`config.mk`:
```
export PLATFORM = sky130hd
export DESIGN_NAME = eth_rx
export DESIGN_NICKNAME = d
export VERILOG_FILES = /design/src/rtl/eth_pkg.sv /design/src/rtl/eth_rx_skid.sv /design/src/rtl/eth_rx.sv
export SDC_FILE = /design/constraint.sdc
export NUM_CORES = 1
export LEC_CHECK = 0
export CORE_ASPECT_RATIO = 1.2
export CORE_MARGIN = 4
export CORE_UTILIZATION = 52
export CTS_CLUSTER_DIAMETER = 100
export DETAILED_ROUTE_END_ITERATION = 10
export HOLD_SLACK_MARGIN = 0.1
export PLACE_DENSITY = 0.84
export SYNTH_ARGS = -nofsm -noshare
export SYNTH_HDL_FRONTEND = slang
export SYNTH_HIERARCHICAL = 1
export SYNTH_SLANG_ARGS = --single-unit
```
`constraint.sdc`:
```
create_clock -name clk -period 6.6 [get_ports clk]
set_input_delay 1.65 -clock clk [delete_from_list [all_inputs] [get_ports clk]]
set_output_delay 1.65 -clock clk [all_outputs]
set_load 0.01 [all_outputs]
```
`src/rtl/eth_pkg.sv`:
```
// Shared types and constants for the Ethernet receive path.
// Queue entries are {end, start, data[31:0]}.
package eth_pkg;

  // Per-port receive FSM states
  typedef enum logic [1:0] {
    IDLE = 2'd0,
    RX   = 2'd1,
    DROP = 2'd2
  } rx_states;

  // Queue word layout
  localparam int QWORD_W = 34;
  localparam int Q_END   = 33;
  localparam int Q_START = 32;

  // Skid depth; also the fill level at which the link is stalled
  localparam int SKID_DEPTH = 2;

  // Statistics counter width
  localparam int CNT_W = 16;

  // Saturating increment: holds at all-ones once reached
  function automatic logic [CNT_W-1:0] sat_inc(input logic [CNT_W-1:0] v,
                                               input logic             en);
    if (en && (v != {CNT_W{1'b1}})) begin
      return v + CNT_W'(1);
    end
    return v;
  endfunction

endpackage

```
`src/rtl/eth_rx_skid.sv`:
```
// Two-entry skid FIFO between the receive classifier and the port queue.
// The head entry is presented to the queue whenever the FIFO is non-empty
// and the queue is not full. port_stall is registered and looks one word
// ahead so the link partner stops before the FIFO can overflow.
module eth_rx_skid
  import eth_pkg::*;
(
  input  logic               clk,
  input  logic               rstn,
  input  logic               push,
  input  logic [QWORD_W-1:0] push_data,
  input  logic               full,
  output logic               wr_en,
  output logic [QWORD_W-1:0] wr_data,
  output logic               stall,
  output logic               overflow
);

  logic [QWORD_W-1:0] mem_reg [SKID_DEPTH];
  logic               rd_ptr_reg;
  logic               wr_ptr_reg;
  logic [1:0]         count_reg;
  logic [1:0]         count_next;
  logic               stall_reg;
  logic               pop;
  logic               accept;

  // A word arriving while both entries are occupied is lost, even if an
  // entry frees up in the same cycle; the stall makes that an upstream bug.
  assign pop      = (count_reg != 2'd0) & ~full;
  assign accept   = push & (count_reg != 2'(SKID_DEPTH));
  assign overflow = push & ~accept;

  assign wr_en    = pop;
  assign wr_data  = mem_reg[rd_ptr_reg];
  assign stall    = stall_reg;

  // Occupancy after this cycle's push/pop
  always_comb begin
    count_next = count_reg + {1'b0, accept} - {1'b0, pop};
  end

  // Storage entries; cleared on reset so wr_data idles at zero
  generate
    for (genvar gi = 0; gi < SKID_DEPTH; gi++) begin : g_entry
      // Capture the incoming word into the entry the write pointer selects
      always_ff @(posedge clk) begin
        if (!rstn) begin
          mem_reg[gi] <= '0;
        end else if (accept && (wr_ptr_reg == 1'(gi))) begin
          mem_reg[gi] <= push_data;
        end
      end
    end
  endgenerate

  // Pointers, occupancy and the look-ahead stall
  always_ff @(posedge clk) begin
    if (!rstn) begin
      rd_ptr_reg <= 1'b0;
      wr_ptr_reg <= 1'b0;
      count_reg  <= 2'd0;
      stall_reg  <= 1'b0;
    end else begin
      if (accept) begin
        wr_ptr_reg <= ~wr_ptr_reg;
      end
      if (pop) begin
        rd_ptr_reg <= ~rd_ptr_reg;
      end
      count_reg <= count_next;
      // With one word held and the queue full, a single further word still
      // fits, so stall now to cover the cycle the partner needs to react.
      stall_reg <= (count_next == 2'(SKID_DEPTH)) |
                   ((count_next == 2'd1) & full);
    end
  end

endmodule

```
`src/rtl/eth_rx.sv`:
```
// Two-port Ethernet receiver. Each port classifies incoming words against
// the accepted destination addresses and feeds its own queue through a
// two-entry skid buffer. Ports are fully independent.
// Optional statistics counters are built when ETH_RX_STATS_EN is defined.
module eth_rx
  import eth_pkg::*;
#(
  parameter logic [0:1][31:0] PORT_ADDR = {32'h0, 32'h1}
)
(
  input  logic               clk,
  input  logic               rstn,
  input  logic               i_valid    [0:1],
  input  logic [31:0]        i_data     [0:1],
  input  logic               i_start    [0:1],
  input  logic               i_end      [0:1],
  input  logic               full       [0:1],
  output logic               wr_en      [0:1],
  output logic [QWORD_W-1:0] wr_data    [0:1],
  output logic               port_stall [0:1]
`ifdef ETH_RX_STATS_EN
  ,
  output logic [CNT_W-1:0]   rx_pkt_cnt [0:1],
  output logic [CNT_W-1:0]   drop_cnt   [0:1],
  output logic [CNT_W-1:0]   err_cnt    [0:1]
`endif
);

  generate
    for (genvar gi = 0; gi < 2; gi++) begin : g_port

      rx_states           state_reg;
      rx_states           state_next;
      logic               push;
      logic [QWORD_W-1:0] push_data;
      logic               addr_hit;
      logic               pkt_inc;
      logic               drop_inc;
      logic               err_inc;
      logic               overflow;

      assign addr_hit = (i_data[gi] == PORT_ADDR[0]) |
                        (i_data[gi] == PORT_ADDR[1]);

      // Classify the incoming word and pick the next FSM state
      always_comb begin
        state_next = state_reg;
        push       = 1'b0;
        push_data  = '0;
        pkt_inc    = 1'b0;
        drop_inc   = 1'b0;
        err_inc    = 1'b0;
        case (state_reg)
          IDLE: begin
            if (i_valid[gi]) begin
              if (i_start[gi]) begin
                if (addr_hit) begin
                  push      = 1'b1;
                  push_data = {i_end[gi], 1'b1, i_data[gi]};
                  if (i_end[gi]) begin
                    pkt_inc = 1'b1;
                  end else begin
                    state_next = RX;
                  end
                end else begin
                  drop_inc = 1'b1;
                  if (!i_end[gi]) begin
                    state_next = DROP;
                  end
                end
              end else begin
                // Word with no open packet
                err_inc = 1'b1;
              end
            end
          end
          RX: begin
            if (i_valid[gi]) begin
              push = 1'b1;
              if (i_start[gi]) begin
                // A new start closes the open packet on this word; the
                // rest of the new packet is discarded.
                push_data  = {1'b1, 1'b0, i_data[gi]};
                err_inc    = 1'b1;
                state_next = i_end[gi] ? IDLE : DROP;
              end else begin
                push_data = {i_end[gi], 1'b0, i_data[gi]};
                if (i_end[gi]) begin
                  pkt_inc    = 1'b1;
                  state_next = IDLE;
                end
              end
            end
          end
          DROP: begin
            if (i_valid[gi] && i_end[gi]) begin
              state_next = IDLE;
            end
          end
          default: begin
            state_next = IDLE;
          end
        endcase
      end

      // FSM state register
      always_ff @(posedge clk) begin
        if (!rstn) begin
          state_reg <= IDLE;
        end else begin
          state_reg <= state_next;
        end
      end

      eth_rx_skid u_skid (
        .clk       (clk),
        .rstn      (rstn),
        .push      (push),
        .push_data (push_data),
        .full      (full[gi]),
        .wr_en     (wr_en[gi]),
        .wr_data   (wr_data[gi]),
        .stall     (port_stall[gi]),
        .overflow  (overflow)
      );

`ifdef ETH_RX_STATS_EN
      logic [CNT_W-1:0] rx_pkt_reg;
      logic [CNT_W-1:0] drop_reg;
      logic [CNT_W-1:0] err_reg;

      // Saturating per-port statistics; one increment per cycle at most
      always_ff @(posedge clk) begin
        if (!rstn) begin
          rx_pkt_reg <= '0;
          drop_reg   <= '0;
          err_reg    <= '0;
        end else begin
          rx_pkt_reg <= sat_inc(rx_pkt_reg, pkt_inc);
          drop_reg   <= sat_inc(drop_reg, drop_inc);
          err_reg    <= sat_inc(err_reg, err_inc | overflow);
        end
      end

      assign rx_pkt_cnt[gi] = rx_pkt_reg;
      assign drop_cnt[gi]   = drop_reg;
      assign err_cnt[gi]    = err_reg;
`else
      // Event strobes only feed the optional counters
      logic unused_stats;
      assign unused_stats = &{1'b0, pkt_inc, drop_inc, err_inc, overflow};
`endif

    end
  endgenerate

endmodule

```
==> flow_metrics.tcl, run 1 <==
set metrics [dict create \
    die_y_um 140 \
    place_congestion 0.761 \
    die_width_um 118 \
    worst_setup_path_end_kind "output port" \
    die_area_mm2 0.0164 \
    numCtsBuffers 17 \
    rrSetupSlack_ns 3.75 \
    cpMostUsedCell "clkdlybuf4s50_1" \
    grt_pass1_vias 5391 \
    p_clk_frac 0.449 \
    antenna_cells 0 \
    initial_core_util 0.538 \
    cts_tree "yes" \
    leakage_nw 3.48 \
    drive_above_1_share 0.221 \
    critical_path_peak_fanout 5 \
    skew_ns 0.00819 \
    routed_wl_um 16200 \
    htreeDepth 4 \
    ant_nets 0 \
    path_class "input port to output port" \
    num_rows 47 \
    p_comb_frac 0.074 \
    fill_cells 963 \
    intPower_w 0.00185 \
    yosys_warnings 6 \
    cap_violations 0 \
    cp-start-kind "input port" \
    clk_latency_ns 0.42 \
    status "finished clean" \
    setup_viol 0 \
    worst_ep_required_time_ns 4.95 \
    grt_remaining_overflow 0 \
    finalHoldViolCount 0 \
    num_vias 4977 \
    power.density_mw_per_mm2 237 \
    crit_path_cell_trace "clkdlybuf4s50_1 -> nor2_1 -> clkdlybuf4s50_1" \
    avgRoutedWirePerCell_um 18.0 \
    largest_reg_flops 136 \
    fin_crit_ns 4.62 \
    power_frac_seq 0.478 \
    syn2layout_area_growth_pct 29.6 \
    dp_hpwl_um 11100 \
    post-route-drc-count 0 \
    swShare 0.194 \
    io_buffers 145 \
    hold_class "register to register" \
    cts_root_buf "clkbuf_16" \
    core_area_mm2 0.0139 \
    antenna_found_initial 0 \
    nets 798 \
    postCtsSetupBuffers 0 \
    grt_pass1_wl_um 26300 \
    vias_per_cell 5.50 \
    syn_area_mm2 0.00750 \
    tns_ns 0 \
    cts.sinks 152 \
    seq_area_mm2 0.00440 \
    synth_fp_nets 657 \
    postCtsHoldBufs 0 \
    syn_avg_cell_area_um2 12.9 \
    io_pins 146 \
    ctsResizeCount 0 \
    gr-usage-all-layers 0.204 \
    synth_cells 581 \
    grt_max_degree 35 \
    drtPass1Iterations 4 \
    drtIter0Drc 257 \
    slew_viol_final 0 \
    max_freq_mhz 216 \
    finalCritPeriodShare 0.700 \
    relSlewSlack 0.278 \
    ir_drop_uv 183 \
    power_switching_w 0.000446 \
    fin_ws_ns 1.98 \
    multi_input_area_mm2 0.00293 \
    cp.arrival_ns 2.97 \
    critPathMaxStageDelay_ns 0.57 \
    rsz0062_at_grt "no" \
    path_clk_slew_ns 0.06 \
    critPathSlowestCell "clkdlybuf4s50_1" \
    worst_pin_slew_ns 1.08 \
    preCtsSetupSlack_ns 1.58 \
    cts_buffer_depth 2 \
]
through the flow:
step	hold slack, ns	instances	power (W)	util	cell area, µm²
2_1_floorplan	0.480	581	0.00117	-	7500
3_3_place_gp	0.492	874	0.00128	0.652	9090
3_5_place_dp	0.509	874	0.00129	0.652	9090
4_1_cts	0.524	905	0.00232	0.697	9720
5_1_grt	0.571	905	0.00237	0.697	9720
6_report	0.522	905	0.00230	0.697	9720
power by group through the flow:
stage / clock network (W) / registers (W) / logic, W
final: 0.00103 / 0.00110 / 0.000169
after global routing: 0.00109 / 0.00110 / 0.000180
after CTS: 0.00105 / 0.00110 / 0.000170
after detailed placement: 0 / 0.00112 / 0.000169
after global placement: 0 / 0.00112 / 0.000166
after floorplan: 0 / 0.00112 / 0.0000547
worst paths after layout:
| path | cells past startpoint | start | to |
|---|---|---|---|
| hold reg to reg | 2 | g_port[1].u_skid/rd_ptr_reg | register |
| hold / removal | 2 | g_port[1].u_skid/rd_ptr_reg | register |
| setup / recovery | 3 | full[0] | wr_en[0] |
| setup reg to reg | 5 | g_port[1].state_reg[1] | g_port[1].u_skid/mem_reg[0][17] |
critical path, delay by kind of cell:
| kind | cells | cell delay [ns] |
|---|---|---|
| buffers and inverters | 2 | 1.09 |
| AND/OR/NAND/NOR | 1 | 0.23 |
routing by layer:
| metal | GRT usage | wire (µm) | vias to the layer above |
|---|---|---|---|
| met5 | 0 | 0 | - |
| met3 | 0.0706 | 1160 | 28 |
| met1 | 0.222 | 6320 | 2405 |
| li1 | - | - | 2367 |
| met2 | 0.366 | 8430 | 177 |
| met4 | 0.0784 | 328 | 0 |
layout by cell type (no fill, tap or decap), types with 2 or more instances in the layout:
cell type and instances:
a211o_1 2, a211oi_1 2, a21oi_1 7, and2_1 159, and2_2 43, and3b_1 2, buf_4 8, bufinv_16 5
clkbuf_1 2, clkbuf_16 17, clkdlybuf4s50_1 145, clkinv_2 2, clkinv_4 3, dfxtp_1 16, edfxtp_1 136, ha_1 2
inv_1 7, mux2_2 68, mux2i_1 2, nand2_1 9, nand3_1 5, nand3b_1 5, nand4_1 7, nor2_1 14
nor3_1 2, nor3b_1 2, nor4_1 14, o211ai_1 2, o21ai_0 9, o31ai_2 2, xnor2_1 3
area by class of cell:
cell class	instances	share of cell area
flip-flops and latches	152	0.453
well taps	171	0.0220
repair buffers	153	0.156
inverters	7	0.00270
clock inverters	12	0.0205
multi-input cells	391	0.302
clock buffers	19	0.0445
Note: power is estimated with default switching activity, not from simulation.
==> run 2: changes to the inputs <==
clock period = 4.7 ns   (was 6.6 ns; I/O delays follow)
==> run 2 against run 1 <==
  * Sequential power grew 40%
  * Sequential cell count unchanged
  * Clock-buffer cell count grew 4
  * Final cell count rose by 0.33%
  * Die area is the same
  * Highest routed layer unchanged
  * Critical path type is now input port to register
  * Critical path depth rose by 9
==> flow_metrics.tcl, run 2 (synthesized netlist as in run 1, its figures left out) <==
set metrics [dict create \
    status "finished clean" \
    clk_latency_ns 0.42 \
    relSlewSlack 0.407 \
    dp_hpwl_um 10900 \
    path_clk_slew_ns 0.06 \
    met3_length_um 1150 \
    layout_commonest_cell "and2_1" \
    grt_pass1_wl_um 26300 \
    leakage_nw 3.47 \
    cap_violations 0 \
    ctsResizeCount 0 \
    whs_path_depth 2 \
    worst_ep_required_time_ns 5.04 \
    swShare 0.196 \
    cts_root_buf "clkbuf_16" \
    cts_tree "yes" \
    place_congestion 0.801 \
    crit_path_cell_trace "clkdlybuf4s50_1 -> nor4_1 -> nand4_2 -> o31ai_2 -> buf_4 -> inv_1 -> a21oi_1 -> o22a_1 -> ha_1 -> nand3b_1 -> a211o_1 -> o211ai_1" \
    htreeDepth 4 \
    power_switching_w 0.000615 \
    initial_core_util 0.538 \
    num_rows 47 \
    grt_pass1_vias 5172 \
    p_comb_frac 0.075 \
    core_area_mm2 0.0139 \
    cts.sinks 152 \
    postCtsSetupBuffers 0 \
    largest_reg_flops 136 \
    drtPass1Iterations 5 \
    intPower_w 0.00252 \
    critical_path_peak_fanout 11 \
    fin_crit_ns 3.71 \
    wl_met1_um 6350 \
    path_class "input port to register" \
    syn2layout_area_growth_pct 29.2 \
    finalHoldViolCount 0 \
    io_pins 146 \
    rsz0062_at_grt "no" \
    antenna_found_initial 0 \
    max_freq_mhz 270 \
    min_from "g_port[0].u_skid/rd_ptr_reg" \
    die_area_mm2 0.0164 \
    die_width_um 118 \
    fill_cells 993 \
    critPathMaxStageDelay_ns 0.52 \
    ant_nets 0 \
    cts_buffer_depth 2 \
    rrSetupSlack_ns 2.14 \
    cp-startpoint "i_data[55]" \
    slew_viol_final 0 \
    power.density_mw_per_mm2 324 \
    skew_ns 0.00639 \
    layout.cells.most_common_list "159 x and2_1, 145 x clkdlybuf4s50_1, 136 x edfxtp_1" \
    drive_above_1_share 0.221 \
    avgRoutedWirePerCell_um 17.9 \
    post-route-drc-count 0 \
    postCtsHoldBufs 0 \
    worst_setup_path_end_kind "register" \
    grt_max_degree 35 \
    num_vias 4953 \
    power_frac_seq 0.492 \
    vias_per_cell 5.45 \
    hold_class "register to register" \
    die_y_um 140 \
    met2WireLength_um 8570 \
    ir_drop_uv 190 \
    critPathSlowestCell "nor4_1" \
    cpLargestDelayFamily "simple AND/OR/NAND/NOR gates" \
    tns_ns 0 \
    antenna_cells 0 \
    rr_startpoint "g_port[1].state_reg[1]" \
    finalCritPeriodShare 0.789 \
    setup_viol 0 \
    p_clk_frac 0.433 \
    nets 800 \
    gr-usage-all-layers 0.202 \
    io_buffers 145 \
    cp-start-kind "input port" \
    r2r_cells 6 \
    worst_pin_slew_ns 0.890 \
    critPathBufInv 3 \
    grt_remaining_overflow 0 \
    cp.arrival_ns 4.05 \
    final_cells 908 \
    topRoutingLayerUsed "met4" \
    dpl.cell_count 876 \
    drtIter0Drc 347 \
    routed_wl_um 16300 \
    r2r-end "g_port[1].u_skid/mem_reg[0][16]" \
    numCtsBuffers 17 \
]
run 2: worst max path at each step:
stage,slack (ns),end,cells after the start
CTS,0.97,g_port[1].u_skid/mem_reg[0][6],7
global placement,0.59,g_port[1].u_skid/mem_reg[0][30],7
detailed placement,0.51,g_port[1].u_skid/mem_reg[0][30],7
finish,0.99,g_port[0].u_skid/stall,12
floorplan,0.42,g_port[1].u_skid/mem_reg[0][0],5
global route,0.68,g_port[1].u_skid/mem_reg[0][11],7
run 2: power by group through the flow:
stage                     registers [W]   logic, W  clock network [W]
after floorplan                 0.00157  0.0000768                  0
after global placement          0.00157   0.000233                  0
after detailed placement        0.00157   0.000235                  0
after CTS                       0.00154   0.000238            0.00138
after global routing            0.00155   0.000251            0.00144
final                           0.00154   0.000237            0.00136
run 2: worst min-delay path, delay by kind of cell, from the launching register on:
| kind | cells | cell delay [ns] |
|---|---|---|
| DFF | 1 | 0.30 |
| AOI/OAI and AO/OA | 2 | 0.16 |
run 2: metal layers:
metal  up-vias  track usage
li1       2371            -
met1      2393        0.226
met2       175        0.371
met3        14       0.0593
met4         0       0.0586
met5         -            0
run 2: metrics by stage:
step / cell area [µm²] / power (W) / setup slack, ns / utilization / hold slack, ns
finish: 9690 / 0.00314 / 0.992 / 0.695 / 0.516
global placement: 9090 / 0.00180 / 0.593 / 0.652 / 0.488
global route: 9690 / 0.00324 / 0.679 / 0.695 / 0.561
detailed placement: 9090 / 0.00181 / 0.513 / 0.652 / 0.507
CTS: 9690 / 0.00316 / 0.966 / 0.695 / 0.517
floorplan: 7500 / 0.00164 / 0.416 / - / 0.480
run 2: layout make-up:
class	count	area [µm²]	area share
clock buffers	23	468	0.0483
flip-flops and latches	152	4400	0.455
clock inverters	9	125	0.0129
repair buffers	155	1530	0.158
multi-input cells	391	2920	0.302
inverters	7	26.3	0.00271
well taps	171	214	0.0221
